**config.mk**
```make
export PLATFORM = sky130hd
export DESIGN_NAME = xc_malu_arbiter
export DESIGN_NICKNAME = d
export VERILOG_FILES = /design/src/rtl/xc_malu_arbiter.sv
export SDC_FILE = /design/constraint.sdc
export NUM_CORES = 1
export LEC_CHECK = 0
export CORE_AREA = 10 10 181 183
export CTS_CLUSTER_DIAMETER = 30
export DETAILED_ROUTE_END_ITERATION = 8
export DIE_AREA = 0 0 191 193
export GPL_TIMING_DRIVEN = 0
export PLACE_DENSITY = 0.77
export SKIP_CTS_REPAIR_TIMING = 1
export SLEW_MARGIN = 20
export SYNTH_ARGS = -nofsm -noshare
export SYNTH_HDL_FRONTEND = slang
export SYNTH_SLANG_ARGS = --single-unit
```
**constraint.sdc**
```tcl
create_clock -name clock -period 2.24 [get_ports clock]
set_input_delay 0.448 -clock clock [delete_from_list [all_inputs] [get_ports clock]]
set_output_delay 0.448 -clock clock [all_outputs]
set_load 0.05 [all_outputs]
```
**src/rtl/xc_malu_arbiter.sv**
```systemverilog
// xc_malu_arbiter: shares one multi-cycle xc_malu between two requesters with
// round-robin grant, control-word screening, per-requester abort and a watchdog.
module xc_malu_arbiter #(
  parameter int unsigned TIMEOUT = 64,
  parameter int unsigned CW      = 7
) (
  input  logic        clock,
  input  logic        resetn,
  input  logic [1:0]  req_valid,
  output logic [1:0]  req_ready,
  input  logic [95:0] req0_ops,
  input  logic [95:0] req1_ops,
  input  logic [16:0] req0_ctl,
  input  logic [16:0] req1_ctl,
  input  logic [1:0]  req_abort,
  output logic [1:0]  rsp_valid,
  input  logic [1:0]  rsp_ready,
  output logic [63:0] rsp_result,
  output logic        rsp_err,
  output logic        malu_valid,
  output logic [31:0] malu_rs1,
  output logic [31:0] malu_rs2,
  output logic [31:0] malu_rs3,
  output logic [8:0]  malu_uop,
  output logic [2:0]  malu_mod,
  output logic [4:0]  malu_pw,
  output logic        malu_flush,
  input  logic [63:0] malu_result,
  input  logic        malu_ready
);

  typedef enum logic [1:0] {
    ST_IDLE = 2'd0,
    ST_BUSY = 2'd1,
    ST_RESP = 2'd2
  } state_e;

  localparam logic [CW-1:0] TO_LAST = CW'(TIMEOUT - 1);

  function automatic logic onehot9(input logic [8:0] v);
    return (v != 9'd0) && ((v & (v - 9'd1)) == 9'd0);
  endfunction

  function automatic logic onehot5(input logic [4:0] v);
    return (v != 5'd0) && ((v & (v - 5'd1)) == 5'd0);
  endfunction

  state_e        state_q, state_d;
  logic          owner_q, owner_d;
  logic          last_grant_q, last_grant_d;
  logic [CW-1:0] count_q, count_d;
  logic [95:0]   ops_q, ops_d;
  logic [16:0]   ctl_q, ctl_d;
  logic [63:0]   rsp_result_q, rsp_result_d;
  logic          rsp_err_q, rsp_err_d;
  logic [1:0]    rsp_valid_q, rsp_valid_d;
  logic          malu_valid_q, malu_valid_d;

  logic [1:0]    grant_s;
  logic          grant_idx_s;
  logic [95:0]   sel_ops_s;
  logic [16:0]   sel_ctl_s;
  logic          legal_s;
  logic          abort_own_s;
  logic          take_own_s;

  // Round-robin pick: on contention the requester not served last time wins.
  always_comb begin
    grant_s = 2'b00;
    case (req_valid)
      2'b01:   grant_s = 2'b01;
      2'b10:   grant_s = 2'b10;
      2'b11:   grant_s = last_grant_q ? 2'b01 : 2'b10;
      default: grant_s = 2'b00;
    endcase
  end

  assign grant_idx_s = grant_s[1];
  assign sel_ops_s   = grant_idx_s ? req1_ops : req0_ops;
  assign sel_ctl_s   = grant_idx_s ? req1_ctl : req0_ctl;
  assign legal_s     = onehot9(sel_ctl_s[16:8]) && onehot5(sel_ctl_s[4:0]);
  assign abort_own_s = req_abort[owner_q];
  assign take_own_s  = rsp_ready[owner_q];
  assign req_ready   = (resetn && (state_q == ST_IDLE)) ? grant_s : 2'b00;

  // Next-state logic; the flush is decided in the same cycle the MALU op ends.
  always_comb begin
    state_d      = state_q;
    owner_d      = owner_q;
    last_grant_d = last_grant_q;
    count_d      = count_q;
    ops_d        = ops_q;
    ctl_d        = ctl_q;
    rsp_result_d = rsp_result_q;
    rsp_err_d    = rsp_err_q;
    malu_flush   = 1'b0;
    case (state_q)
      ST_IDLE: begin
        if (grant_s != 2'b00) begin
          owner_d      = grant_idx_s;
          last_grant_d = grant_idx_s;
          ops_d        = sel_ops_s;
          ctl_d        = sel_ctl_s;
          count_d      = {CW{1'b0}};
          if (legal_s) begin
            state_d = ST_BUSY;
          end else begin
            state_d      = ST_RESP;
            rsp_result_d = 64'd0;
            rsp_err_d    = 1'b1;
          end
        end else begin
          state_d = ST_IDLE;
        end
      end
      ST_BUSY: begin
        if (abort_own_s) begin
          malu_flush = 1'b1;
          state_d    = ST_IDLE;
        end else if (malu_ready) begin
          malu_flush   = 1'b1;
          rsp_result_d = malu_result;
          rsp_err_d    = 1'b0;
          state_d      = ST_RESP;
        end else if (count_q == TO_LAST) begin
          malu_flush   = 1'b1;
          rsp_result_d = 64'd0;
          rsp_err_d    = 1'b1;
          state_d      = ST_RESP;
        end else begin
          count_d = count_q + CW'(1'b1);
        end
      end
      ST_RESP: begin
        // Abort and consume both retire the response; abort simply drops it.
        if (abort_own_s || take_own_s) begin
          state_d = ST_IDLE;
        end else begin
          state_d = ST_RESP;
        end
      end
      default: begin
        state_d = ST_IDLE;
      end
    endcase
    malu_valid_d = (state_d == ST_BUSY);
    rsp_valid_d  = (state_d == ST_RESP) ? (owner_d ? 2'b10 : 2'b01) : 2'b00;
  end

  // State and registered outputs, synchronous active-low reset.
  always_ff @(posedge clock) begin
    if (!resetn) begin
      state_q      <= ST_IDLE;
      owner_q      <= 1'b0;
      last_grant_q <= 1'b1;
      count_q      <= {CW{1'b0}};
      ops_q        <= 96'd0;
      ctl_q        <= 17'd0;
      rsp_result_q <= 64'd0;
      rsp_err_q    <= 1'b0;
      rsp_valid_q  <= 2'b00;
      malu_valid_q <= 1'b0;
    end else begin
      state_q      <= state_d;
      owner_q      <= owner_d;
      last_grant_q <= last_grant_d;
      count_q      <= count_d;
      ops_q        <= ops_d;
      ctl_q        <= ctl_d;
      rsp_result_q <= rsp_result_d;
      rsp_err_q    <= rsp_err_d;
      rsp_valid_q  <= rsp_valid_d;
      malu_valid_q <= malu_valid_d;
    end
  end

  assign rsp_valid  = rsp_valid_q;
  assign rsp_result = rsp_result_q;
  assign rsp_err    = rsp_err_q;
  assign malu_valid = malu_valid_q;
  assign malu_rs1   = ops_q[31:0];
  assign malu_rs2   = ops_q[63:32];
  assign malu_rs3   = ops_q[95:64];
  assign malu_uop   = ctl_q[16:8];
  assign malu_mod   = ctl_q[7:5];
  assign malu_pw    = ctl_q[4:0];

endmodule

```
# Yosys cells after proc, flatten, opt, wreduce, memory -nomap -nowiden
# Index checks and enable logic that the tools add are counted.
# totals
register_bits	192
romBits	0
inputBits	299
mem_count	0
wordCells	86
output_inout_bits	184
latchBits	0
ram_bits	0
# classes
n_mul	0
magnitude_cmp	1
div	0
n_bitwise	2
reduce_logical	16
mux	40
n_shift	0
n_addsub	3
n_eq_ne	14
# op_table
operator	count
64-bit two-way mux	5
64-bit one-hot mux with 2 select lines	1
96-bit two-way mux	1
7-bit two-way mux	4
2-bit two-way mux	9
17-bit two-way mux	1
1-bit two-way mux	15
7-bit one-hot mux with 2 select lines	1
2-bit one-hot mux with 3 select lines	2
5-bit AND reduction	2
9-bit AND	1
9-bit zero test	1
9-bit nonzero test	1
9-bit by 1-bit subtractor with 9-bit output (second input constant)	1
2-bit == test (second input constant)	4
2-bit inequality test (second input constant)	4
7-bit by 1-bit adder with 7-bit output (second input constant)	1
7-bit by 6-bit == test with 1-bit output (second input constant)	1
2-bit by 1-bit == test with 1-bit output (second input constant)	3
5-bit AND	1
5-bit zero test	1
5-bit nonzero test	1
5-bit by 1-bit subtractor with 5-bit output (second input constant)	1
1-bit logical AND	4
8 further kinds	10

# Longest topological paths before layout
# depth
word_depth	13
depth_mapped	9
depth_no_buf	7

# Worst setup path after synthesis
# OpenSTA, ideal clock, no wires.
# synth_path
path_kind	input-to-output
from	input port resetn
to	output port req_ready[1]
arrival_ps	2258
setup_slack_ps	-466
path_stages	5
t_required_ps	1792
path_buffers	3
cell_sequence	clkbuf_1 inv_1 clkbuf_1 clkbuf_1 nor3_1
# synth_via
elab_chain_cells	2
# synth_lines
element	line_no	source
start: declaration	8	input logic resetn,
1-bit logical AND	84	assign req_ready = (resetn && (state_q == ST_IDLE)) ? grant_s : 2'b00;
2-bit two-way mux	84	
end: declaration	10	output logic [1:0] req_ready,
# Every way passes these cells.

# Final worst setup path
# layout_path
from	input port req0_ctl[10]
to	register rsp_result_q[61] (netlist: rsp_result[61])
# layout_via
elab_chain_cells	8
word_cells_on_any_way	9
classes_between	add/sub (1); eq/ne (1); mux (1); bitwise (1); reduce/logical (5)
# layout_lines
element	line_no	source
start: declaration	13	input logic [16:0] req0_ctl,
17-bit two-way mux (*)	80	assign sel_ctl_s = grant_idx_s ? req1_ctl : req0_ctl;
9-bit by 1-bit subtractor with 9-bit output	41	return (v != 9'd0) && ((v & (v - 9'd1)) == 9'd0);
9-bit AND	41	
9-bit zero test	41	
1-bit logical AND (*)	41	
1-bit logical AND (*)	81	assign legal_s = onehot9(sel_ctl_s[16:8]) && onehot5(sel_ctl_s[4:0]);
2-bit inequality test (no line) (*)	-	
5-bit AND reduction (no line) (*)	-	
end signal: assignment	170	rsp_result_q <= rsp_result_d;
end: declaration	54	logic [63:0] rsp_result_q, rsp_result_d;
# Mark *: on every way between the ends. The rest lies on a longest branch, timed or not.
# A chain may end at the register's enable or synchronous reset.

==> impl_metrics.py <==
metrics = {
    "status": {
        "run_status": "finished, violations left",
        "violations": "setup timing",
    },
    "setup_path": {
        "slowest_stage": "or4_4",
        "setup.worst_path.start_class": "input port",
        "cpPeakStageDelay_ns": 0.55,
        "worst_ep_arrival_time_ns": 2.68,
        "crit_path_start": "req0_ctl[10]",
        "critical_path.cell_chain": "buf_4, or4_4, nor4_4, or2_1, a31oi_4, o31a_1, buf_6, buf_12, mux2i_1",
        "worst-setup-path-type": "in -> reg",
        "worstSetupEndpointType": "flip-flop",
        "critPathMaxFanout": 10,
        "r2r_start": "last_grant_q",
        "cp.required_ns": 2.59,
    },
    "timing": {
        "rsz0062_at_grt": "true",
        "hold_ws_ns": 0.3088,
        "post-route-period-util_pct": 103.9,
        "slew_violations": 0,
        "post-route-worst-setup-slack_ns": -0.08810,
        "worst-slew-pin-transition_ns": 0.6993,
        "finalHoldViolCount": 0,
        "max_freq_ghz": 0.4295,
        "finClkSkew_ns": 0.01243,
        "totalNegativeSetupSlack_ns": -2.930,
        "final-setup-viol-count": 54,
        "period_needed_ns": 2.328,
        "worst_case_headroom_to_the_max_slew_limit_pct": 53.23,
    },
    "global_routing": {
        "grt_pass1_wl_mm": 58.75,
        "antenna_found_initial": 7,
        "grt_util_all_layers_pct": 20.83,
        "grt_remaining_overflow": 0,
        "grt_pass1_vias": 9673,
        "grt_start_max_net_pins": 18,
    },
    "yosys": {
        "postSynthCellCount": 1001,
        "synth_top_flop_cell": "dfxtp_1",
        "ys_async_sr_fraction_pct": 0,
        "avgSynthCellArea_um2": 8.206,
        "postSynthNetCount": 1301,
        "synth.yosys.seq_area_share_pct": 46.79,
        "synth_area_um2": 8214,
        "ys_warn_count": 0,
        "ys_seq_elements": 192,
        "yosysUniqueCellTypes": 48,
        "synth_enable_flop_cells": 0,
    },
    "finish": {
        "synthToLayoutAreaGrowth_pct": 76.68,
        "multi_input_area_um2": 4177,
        "num-nets-final": 1809,
        "mostFrequentLayoutCell": "clkdlybuf4s50_1",
        "layout.area.seq_um2": 3847,
        "final_cell_mix": "clkdlybuf4s50_1, nand2_1, dfxtp_1",
        "num-fill-cells": 2743,
        "share_of_cells_above_drive_strength_1_pct": 6.702,
    },
    "drt": {
        "starting_drt_drc_count": 471,
        "ant_nets": 0,
        "routedLengthMet1_mm": 15.26,
        "drt_first_pass_iters": 7,
        "post-route-drc-count": 0,
        "route.met2.wl_mm": 20.69,
        "wire_per_inst_um": 21.37,
        "routed_wl_mm": 40.97,
        "vias": 9442,
        "dr_wl_met3_mm": 4.111,
        "topRoutingLayerUsed": "met5",
        "viasPerCell": 4.925,
    },
    "floorplanning": {
        "dieWidth_um": 191,
        "die_height_um": 193,
        "initial_utilization_pct": 28.09,
        "rows": 63,
        "io_pins": 483,
        "design.die.area_um2": 36860,
        "floorplan.core_area_um2": 29240,
    },
    "power_and_ir_drop": {
        "power_switching_mw": 3.308,
        "power.total_mw": 9.985,
        "cellInternalPower_mw": 6.676,
        "pwr_density_cell_nw_per_um2": 688.0,
        "combPwrFrac_pct": 29.0,
        "switching_share_pct": 33.13,
        "clkPwrFrac_pct": 33.3,
        "vdd.ir_drop.worst_v": 0.0003802,
        "sequentialPowerShare_pct": 37.7,
        "power_leakage_nw": 5.542,
    },
    "cts": {
        "cts_num_sinks": 192,
        "insertion_delay_ns": 0.44,
        "tritoncts": "yes",
        "cts-htree-levels": 4,
        "number_of_clock_buffers_inserted_by_tritoncts": 17,
        "clock_tree.buffer_depth": 2,
        "clk_root_buffer_cell": "clkbuf_16",
        "clkSlewWorstSetupHoldPaths_ns": 0.07,
    },
    "min_path": {
        "worstHoldStart": "req0_ctl[11]",
        "min_path_type": "in -> reg",
    },
    "placed_design": {
        "place.port_buffers": 481,
        "sum_of_net_half_perimeters_after_detailed_placement_mm": 32.84,
        "routabilityCongestion": 0.9738,
        "pre_cts_ws_ns": -1.409,
    },
    "run": {
        "drv_cap": 0,
    },
}
-- layer usage --
| layer | vias up | GRT usage [%] |
|---|---|---|
| met5 | - | 0 |
| met4 | 6 | 7.268 |
| met3 | 43 | 7.464 |
| met2 | 428 | 36.84 |
| met1 | 4471 | 22.59 |
| li1 | 4494 | - |
-- flip-flops by register name (all words and copies together), names as in the netlist --
name / cells
ops_q: 96
owner_q: 1
malu_valid: 1
rsp_err: 1
last_grant_q: 1
ctl_q: 17
state_q: 2
rsp_valid: 2
count_q: 7
rsp_result: 64
-- synthesized netlist by cell type, types with 2 or more instances --
cell type / n / area share, %
o31ai_1: 3 / 0.27
inv_1: 3 / 0.14
a211o_1: 2 / 0.21
a21oi_1: 23 / 1.4
a311oi_1: 92 / 9.8
nand4_1: 2 / 0.15
nand2b_1: 2 / 0.15
and3_1: 4 / 0.30
nor2_1: 108 / 4.9
o21ai_0: 5 / 0.30
nor4_2: 2 / 0.30
mux2i_1: 71 / 8.7
a21boi_0: 2 / 0.18
o21ai_1: 2 / 0.12
a211oi_1: 3 / 0.27
nand2_1: 344 / 16
a31oi_1: 2 / 0.15
xor2_1: 4 / 0.43
dfxtp_1: 192 / 47
clkbuf_1: 73 / 3.3
xnor2_1: 4 / 0.43
a2111o_1: 2 / 0.27
or4_1: 2 / 0.18
nor4_1: 2 / 0.15
buf_1: 3 / 0.14
o221ai_1: 18 / 1.9
buf_6: 6 / 0.82
nand3_1: 3 / 0.18
maj3_1: 3 / 0.37
-- critical path: cells and delay by family --
kind	cells	cell delay [ns]
simple gates	3	1.13
compound gates	2	0.44
buf+inv	3	0.48
mux	1	0.18
-- metrics by stage --
| stage | cells | instance area, µm² | utilization (%) |
|---|---|---|---|
| after global routing | 1916 | 14510 | 49.62 |
| final | 1917 | 14510 | 49.63 |
| after detailed placement | 1872 | 13540 | 46.28 |
| after floorplan | 1001 | 8233 | - |
| after global placement | 1872 | 13540 | 46.28 |
| after CTS | 1904 | 14160 | 48.43 |
-- area by class of cell --
class,count,area share (%)
plain buffers,83,3.086
clock buffers,19,3.121
clock inverters,13,1.198
well taps,390,3.362
repair buffers,490,33.78
diodes,5,0.08621
flip-flops and latches,192,26.51
multi-input cells,722,28.78
inverters,3,0.07759
-- kinds of logic after synthesis --
| group | count (synthesis) | synth area share, % |
|---|---|---|
| AO/OA/AOI/OAI | 163 | 15.83 |
| XOR/XNOR | 8 | 0.8529 |
| adder cells (fa/ha/maj) | 4 | 0.5179 |
| buffers and inverters | 87 | 4.585 |
| flip-flops | 192 | 46.79 |
| multiplexers | 72 | 8.789 |
| AND/OR/NAND/NOR | 475 | 22.64 |
-- worst paths after layout --
kind | end | slack [ns] | cells after the start
worst max-delay path | rsp_result[61] | -0.09 | 9
worst min register to register | ops_q[12] | 0.45 | 2
worst min-delay path | ctl_q[11] | 0.31 | 3
worst max register to register | rsp_result[61] | -0.07 | 9
-- power by group through the flow --
stage / Combinational, mW / Clock (mW) / Sequential (mW)
5_1_grt: 3.06 / 3.54 / 3.79
4_1_cts: 2.82 / 3.38 / 3.76
6_report: 2.90 / 3.32 / 3.77
2_1_floorplan: 0.743 / 0 / 4.57
3_3_place_gp: 2.79 / 0 / 3.83
3_5_place_dp: 2.81 / 0 / 3.84
Note: power is estimated with default switching activity, not from simulation.
